File: src/rtl/wb_write_arbiter.sv
// -----------------------------------------------------------------------------
// wb_write_arbiter
//
// Owns the single register-file write port. It merges two result sources:
// the in-order pipeline writeback (ALU/load), which can never stall, and the
// multi-cycle MUL/DIV unit, which uses a valid/ready handshake. MUL/DIV results
// that lose arbitration wait in a small in-order FIFO. All outputs are
// registered on the rising edge, so they are stable for the register file's
// falling-edge write.
//
// Parameters:
//   DEPTH  MUL/DIV result FIFO entries (power of two, >= 2)
//   AW     register address width
//   DW     data width
//
// Ports:
//   CLK          clock, all state updates on the rising edge
//   RESET        asynchronous active-low reset
//   ALU_WB_EN    pipeline writeback request this cycle
//   ALU_WB_ADDR  pipeline destination register
//   ALU_WB_DATA  pipeline result
//   MD_VALID     MUL/DIV result valid
//   MD_ADDR      MUL/DIV destination register
//   MD_DATA      MUL/DIV result
//   MD_READY     arbiter can accept a MUL/DIV result (COUNT < DEPTH)
//   WRITE_EN     register-file write enable
//   WRITE_ADDR   register-file write address
//   WRITE_DATA   register-file write data
//   PENDING      FIFO non-empty (used by the hazard unit for WAW stalls)
//   COUNT        FIFO occupancy, 0..DEPTH
// -----------------------------------------------------------------------------
module wb_write_arbiter #(
  parameter int DEPTH = 4,
  parameter int AW    = 5,
  parameter int DW    = 32
) (
  input  logic                   CLK,
  input  logic                   RESET,
  input  logic                   ALU_WB_EN,
  input  logic [AW-1:0]          ALU_WB_ADDR,
  input  logic [DW-1:0]          ALU_WB_DATA,
  input  logic                   MD_VALID,
  input  logic [AW-1:0]          MD_ADDR,
  input  logic [DW-1:0]          MD_DATA,
  output logic                   MD_READY,
  output logic                   WRITE_EN,
  output logic [AW-1:0]          WRITE_ADDR,
  output logic [DW-1:0]          WRITE_DATA,
  output logic                   PENDING,
  output logic [$clog2(DEPTH):0] COUNT
);

  localparam int PW = $clog2(DEPTH);
  localparam int CW = PW + 1;
  localparam logic [CW-1:0] FULL = CW'(DEPTH);

  // FIFO storage; contents need no reset because only pushed slots are read
  logic [AW-1:0] addr_mem [DEPTH];
  logic [DW-1:0] data_mem [DEPTH];

  logic [PW-1:0] rd_ptr;
  logic [PW-1:0] wr_ptr;

  logic alu_req;
  logic md_accept;
  logic md_live;
  logic fifo_nonempty;
  logic pop;
  logic push;
  logic bypass;

  // Ready depends on registered occupancy only, never on this cycle's inputs
  assign MD_READY = (COUNT < FULL);
  assign PENDING  = (COUNT != '0);

  always_comb begin
    alu_req       = 1'b0;
    md_accept     = 1'b0;
    md_live       = 1'b0;
    fifo_nonempty = 1'b0;
    pop           = 1'b0;
    push          = 1'b0;
    bypass        = 1'b0;

    // A write to x0 is no request at all, leaving the port free
    alu_req       = ALU_WB_EN && (ALU_WB_ADDR != '0);
    md_accept     = MD_VALID && MD_READY;
    // Accepted x0 results are consumed and silently dropped
    md_live       = md_accept && (MD_ADDR != '0);
    fifo_nonempty = (COUNT != '0);

    pop    = !alu_req && fifo_nonempty;
    bypass = !alu_req && !fifo_nonempty && md_live;
    // When buffered entries exist the new result must queue behind them
    push   = md_live && (alu_req || fifo_nonempty);
  end

  always_ff @(posedge CLK) begin
    if (push) begin
      addr_mem[wr_ptr] <= MD_ADDR;
      data_mem[wr_ptr] <= MD_DATA;
    end
  end

  // Pointers are PW bits wide, so the increment wraps modulo DEPTH
  always_ff @(posedge CLK or negedge RESET) begin
    if (!RESET) begin
      rd_ptr <= '0;
      wr_ptr <= '0;
      COUNT  <= '0;
    end else begin
      if (push) wr_ptr <= wr_ptr + 1'b1;
      if (pop)  rd_ptr <= rd_ptr + 1'b1;
      unique case ({push, pop})
        2'b10:   COUNT <= COUNT + 1'b1;
        2'b01:   COUNT <= COUNT - 1'b1;
        default: COUNT <= COUNT;
      endcase
    end
  end

  // Idle cycles drop WRITE_EN but keep the last address/data on the bus
  always_ff @(posedge CLK or negedge RESET) begin
    if (!RESET) begin
      WRITE_EN   <= 1'b0;
      WRITE_ADDR <= '0;
      WRITE_DATA <= '0;
    end else if (alu_req) begin
      WRITE_EN   <= 1'b1;
      WRITE_ADDR <= ALU_WB_ADDR;
      WRITE_DATA <= ALU_WB_DATA;
    end else if (pop) begin
      WRITE_EN   <= 1'b1;
      WRITE_ADDR <= addr_mem[rd_ptr];
      WRITE_DATA <= data_mem[rd_ptr];
    end else if (bypass) begin
      WRITE_EN   <= 1'b1;
      WRITE_ADDR <= MD_ADDR;
      WRITE_DATA <= MD_DATA;
    end else begin
      WRITE_EN   <= 1'b0;
    end
  end

endmodule

File: config.mk
export PLATFORM = sky130hd
export DESIGN_NAME = wb_write_arbiter
export DESIGN_NICKNAME = d
export VERILOG_FILES = /design/src/rtl/wb_write_arbiter.sv
export SDC_FILE = /design/constraint.sdc
export NUM_CORES = 1
export LEC_CHECK = 0
export BUFFER_PORTS_ARGS = -buffer_cell sky130_fd_sc_hd__buf_2
export CAP_MARGIN = 30
export CORE_MARGIN = 2
export CORE_UTILIZATION = 42
export CTS_CLUSTER_DIAMETER = 150
export DETAILED_ROUTE_END_ITERATION = 16
export GPL_ROUTABILITY_DRIVEN = 0
export PLACE_DENSITY = 0.74
export SLEW_MARGIN = 20
export SYNTH_ARGS = -nofsm -noshare
export SYNTH_HDL_FRONTEND = slang
export SYNTH_SLANG_ARGS = --single-unit
File: constraint.sdc
create_clock -name CLK -period 3.5 [get_ports CLK]
set_input_delay 0.35 -clock CLK [delete_from_list [all_inputs] [get_ports CLK]]
set_output_delay 0.35 -clock CLK [all_outputs]
set_load 0.05 [all_outputs]
After elaboration in Yosys (flattened, before gate mapping)
Memory sizes are Yosys's and may differ from the RTL's.
Index checks and enable logic that the tools add are counted.
Widths: inputs -> output; s select.
{"block": "totals", "latch_bits": 0, "out_inout_bits": 43, "ram_bits": 148, "inputBits": 78, "reg_bits": 45, "romBits": 0, "n_memories": 2}
{"block": "op_classes", "n_eq_ne": 2, "mul": 0, "n_reduce_logical": 15, "n_lt_le_gt_ge": 1, "add_sub_neg": 4, "n_mux": 12, "div": 0, "n_bitwise": 0, "n_shift": 0}
{"memory": "data_mem", "words": 4, "width": 32, "read_ports": 1, "rd_ports_with_merged_regs": 0, "write_ports": 1, "line": "59", "text": "logic [DW-1:0] data_mem [DEPTH];"}
{"memory": "addr_mem", "words": 4, "width": 5, "read_ports": 1, "rd_ports_with_merged_regs": 0, "write_ports": 1, "line": "58", "text": "logic [AW-1:0] addr_mem [DEPTH];"}
{"op": "$mux 32", "n": 3}
{"op": "$mux 5", "n": 3}
{"op": "$reduce_bool 5->1", "n": 2}
{"op": "$logic_and 1x1->1", "n": 7}
{"op": "$pmux 3 s2", "n": 1}
{"op": "$reduce_bool 3->1", "n": 2}
{"op": "$mux 1", "n": 5}
{"op": "$add 2x1->2 const B", "n": 2}
{"op": "$add 3x1->3 const B", "n": 1}
{"op": "$lt 3x3->1 const B", "n": 1}
{"op": "$sub 3x1->3 const B", "n": 1}
{"op": "$eq 2x1->1 const B", "n": 1}
{"op": "$eq 2x2->1 const B", "n": 1}
{"op": "$logic_not 1->1", "n": 2}
{"op": "$reduce_bool 2->1", "n": 1}
{"op": "$logic_or 1x1->1", "n": 1}

Depth between registers and ports, before layout
{"block": "logic_depth", "depth_word": 8, "mapped_depth": 11}

Worst setup path after synthesis
No wires, ideal clock.
{"block": "synth_path", "kind": "reg2reg", "start": "register COUNT[2]", "end": "memory addr_mem[0][0], enable pin", "setup_time_ps": 398, "slack_ps": 590, "required_ps": 3102, "path_stages_with_launch": 5, "t_arrival_ps": 2512, "synth_period_minus_slack_ps": 2910, "path_cell_list": "dfrtp_1 inv_1 o211ai_1 a21oi_1 and2_1"}
{"block": "synth_via", "elab_chain_cells": 6}
{"item": "from (decl)", "line": "50", "text": "output logic [$clog2(DEPTH):0] COUNT"}
{"item": "from (signal assigned)", "line": "115", "text": "2'b10: COUNT <= COUNT + 1'b1;"}
{"item": "from (signal assigned)", "line": "116", "text": "2'b01: COUNT <= COUNT - 1'b1;"}
{"item": "$lt 3x3->1", "line": "73", "text": "assign MD_READY = (COUNT < FULL);"}
{"item": "net MD_READY", "line": "45", "text": "output logic MD_READY,"}
{"item": "$logic_and 1x1->1", "line": "87", "text": "md_accept = MD_VALID && MD_READY;"}
{"item": "$logic_and 1x1->1", "line": "89", "text": "md_live = md_accept && (MD_ADDR != '0);"}
{"item": "$logic_and 1x1->1", "line": "95", "text": "push = md_live && (alu_req || fifo_nonempty);"}
{"item": "$mux 1", "line": "99", "text": "if (push) begin"}
{"item": "$mux 1 (implied by the code)", "line": "100", "text": "addr_mem[wr_ptr] <= MD_ADDR;"}
{"item": "to (decl)", "line": "58"}
The timed path passes the listed nets, and every way through them passes these cells.

Worst setup path in the final report
{"block": "layout_path", "start": "input ALU_WB_ADDR[4]", "end": "register COUNT[2]"}
{"block": "layout_via", "elab_chain_cells": 6}
{"item": "from (decl)", "line": "40", "text": "input logic [AW-1:0] ALU_WB_ADDR,"}
{"item": "$reduce_bool 5->1 *", "line": "86", "text": "alu_req = ALU_WB_EN && (ALU_WB_ADDR != '0);"}
{"item": "$logic_and 1x1->1 *", "line": "86"}
{"item": "$logic_not 1->1 / $logic_or 1x1->1 (equally long branches)", "line": "92, 95"}
{"item": "$logic_and 1x1->1, on equally long branches", "line": "92, 95"}
{"item": "$eq 2x1->1 / $eq 2x2->1 (equally long branches)", "line": "114", "text": "unique case ({push, pop})"}
{"item": "$pmux 3 s2 / $reduce_bool 2->1 (equally long branches)"}
Every way passes the cells marked *; elsewhere a longest branch is shown, timed or not.
A chain may end at the register's enable or synchronous reset.

==> impl_metrics.py <==
metrics = {
    "synthesis": {
        "synth_ff_type": "edfxtp_1",
        "ys_types": 27,
        "synth_top_cell_by_area": "edfxtp_1",
        "syn_area_mm2": 0.00804,
        "synthArstFlopShare_pct": 23.3,
        "ys_top_cells_by_area": "edfxtp_1 (55%), dfrtp_1 (14%), mux2_2 (14%)",
        "syn_inst": 401,
        "synth-edff-count": 148,
        "ys_ff_latch": 193,
        "syn_nets": 485,
        "ys_seq_area_share_pct": 69.2,
        "yosysMostFrequentCell": "edfxtp_1",
        "yosysTopAreaCellShare_pct": 55.2,
        "synth_common_cells": "edfxtp_1 (148), mux2_2 (97), dfrtp_1 (45), mux4_2 (37), mux2_1 (12)",
        "avgSynthCellArea_um2": 20.1,
        "yosysWarnings": 0,
    },
    "cts": {
        "clock_sinks": 193,
        "clockRootBuffer": "clkbuf_16",
        "cts_tree": "done",
        "clk_pin_slew_ns": 0.07,
        "clock_latency_ns": 0.43,
        "h-tree-depth": 4,
        "clock_path_buffers": 2,
        "cts_made_buffers": 17,
        "postCtsSetupBuffers": 0,
    },
    "timing": {
        "holdWs_ns": 0.149,
        "tightest_slew_ns": 0.815,
        "slew_headroom_pct": 45.7,
        "timing.fmax_ghz": 0.390,
        "tns_ns": 0,
        "fin_ws_ns": 0.938,
        "finalCritPeriodShare_pct": 73.2,
        "skew_ns": 0.00951,
        "slew_viol_final": 0,
        "min_period_ns": 2.56,
        "hold_violations": 0,
        "setup_viol": 0,
        "rsz0062_at_grt": "false",
    },
    "layout": {
        "final_util_pct": 50.7,
        "final_nets": 617,
        "diodes": 0,
        "final_layout_size_suffix_gt1_share_pct": 55.3,
        "area_growth_pct": 18.4,
    },
    "detailed_routing": {
        "drc": 0,
        "routed_via_density": 5.26,
        "antenna_left": 0,
        "drt_wl_total_um": 15600,
        "first_pass_iters": 6,
        "vias": 4106,
        "drtIter0Drc": 253,
        "wl_per_cell_um": 20.0,
    },
    "flow_run": {
        "max_cap_violations": 0,
    },
    "worst_hold_path": {
        "hold_start": "MD_DATA[2]",
        "min_path_type": "input port to register",
    },
    "critical_path": {
        "crit_slowest_cell": "or4_1",
        "cp-end-kind": "register",
        "worstPathBufferInverterCount": 3,
        "cpPeakStageDelay_ns": 0.60,
        "crit_required_ns": 3.85,
        "cp_cell_sequence": "buf_2, or4_1, o21ai_4, a21oi_1, inv_1, ha_1, inv_1, fa_1, xor2_1, nor2_1, xnor2_1",
        "startpoint_type": "input port",
        "timing.rr.start": "rd_ptr[0]",
        "critPathTopFamily": "simple AND/OR/NAND/NOR gates",
        "crit_top_cell": "inv_1",
        "startpoint": "ALU_WB_ADDR[4]",
        "critPathKind": "input port to register",
        "arrival_ns": 2.91,
        "path_max_fanout": 11,
    },
    "global_route": {
        "first_global_vias": 4489,
        "grt_max_degree": 40,
        "grt_overflow": 0,
        "antenna_found_initial": 0,
        "gr-usage-all-layers_pct": 16.2,
        "grt_pass1_wl_um": 24400,
    },
    "status": {
        "status": "finished, final reports clean",
    },
    "floorplan": {
        "die_area_mm2": 0.0203,
        "die_width_um": 142,
        "core_area_mm2": 0.0188,
        "num_rows": 50,
        "initial_utilization_pct": 42.9,
        "io_pins": 121,
        "die_y_um": 142,
    },
    "place": {
        "hpwl_um": 10500,
        "post-place-ws_ns": 0.493,
        "io_buffer_count": 120,
    },
    "power": {
        "power_density_mw_per_mm2": 850,
        "p_leak_nw": 3.50,
        "vdd_drop_max_v": 0.000497,
    },
}
[flip-flops by register name, indices dropped and copies added (netlist names)]
register    count
data_mem      128
rd_ptr          2
WRITE_EN        1
WRITE_DATA     32
WRITE_ADDR      5
wr_ptr          2
addr_mem       20
COUNT           3
[cells in the final DEF, fill, tap and decap left out, types with 2 or more instances in the layout]
cell	count
clkbuf_1	4
clkinv_2	5
buf_12	2
inv_1	7
mux4_2	37
buf_16	2
buf_4	8
mux2_1	12
and2_2	4
nand2_1	2
clkinv_1	2
xnor2_1	4
clkbuf_16	17
or4_1	2
ha_1	5
dfrtp_1	43
xor2_1	2
nor2_1	2
o21ai_0	2
edfxtp_1	148
buf_2	120
clkinvlp_4	2
mux2_2	97
[worst register-to-register path, stage by stage (launching register included)]
cell     delay [ns]
dfrtp_4        0.94
mux4_2         0.67
mux2_2         0.27
mux2_2         0.26
mux2_1         0.30
[routing by layer]
| layer | vias to the layer above | GRT usage [%] | routed length (um) |
|---|---|---|---|
| met5 | - | 0 | 0 |
| met4 | 0 | 5.99 | 278 |
| met3 | 19 | 4.61 | 840 |
| met2 | 110 | 27.5 | 7930 |
| met1 | 2118 | 19.9 | 6530 |
| li1 | 1859 | - | - |
[cell type report]
class                   instances  area (um2)
fillers                      1528        9250
flip-flops and latches        193        5580
multi-input cells             180        2350
repair buffers                133         766
clock buffers                  21         440
well taps                     234         293
clock inverters                11        65.1
inverters                       8        30.0
[cell families after synthesis]
logic type	after synthesis	synth area share, %
AND/OR/NAND/NOR	14	1.01
adder cells (fa/ha/maj)	6	1.03
multiplexers	147	25.7
AO/OA/AOI/OAI	7	0.560
XOR/XNOR	6	0.653
buffers and inverters	28	1.76
flip-flops	193	69.2
[power breakdown]
part,internal (mW),leakage [nW],switching [mW]
Clock,0.899,0.246,0.786
Sequential,2.98,1.86,0.336
Combinational,1.32,1.39,1.77
[final timing paths]
| path | slack, ns | to | cells after the start |
|---|---|---|---|
| worst max-delay path | 0.94 | COUNT[2] | 11 |
| max in group asynchronous | 2.26 | rd_ptr[0] | 3 |
| worst max register to register | 0.94 | WRITE_DATA[8] | 4 |
| worst min register to register | 0.48 | WRITE_DATA[1] | 1 |
| min in group asynchronous | 0.46 | WRITE_DATA[0] | 2 |
| worst min-delay path | 0.15 | data_mem[2][2] | 1 |
[stage by stage]
stage               power (mW)  cell area (um2)  std cells
finish                    8.09             9520        780
global route              8.50             9520        780
CTS                       8.19             9520        780
detailed placement        6.48             9010        747
global placement          6.36             8910        743
floorplan                 5.70             8040        401
[repair_timing]
action,CTS,global route
setup endpoints to repair,0,0
gates resized for setup,0,0
hold endpoints to repair,22,0
hold buffers,1,0
Note: power is estimated with default switching activity, not from simulation.
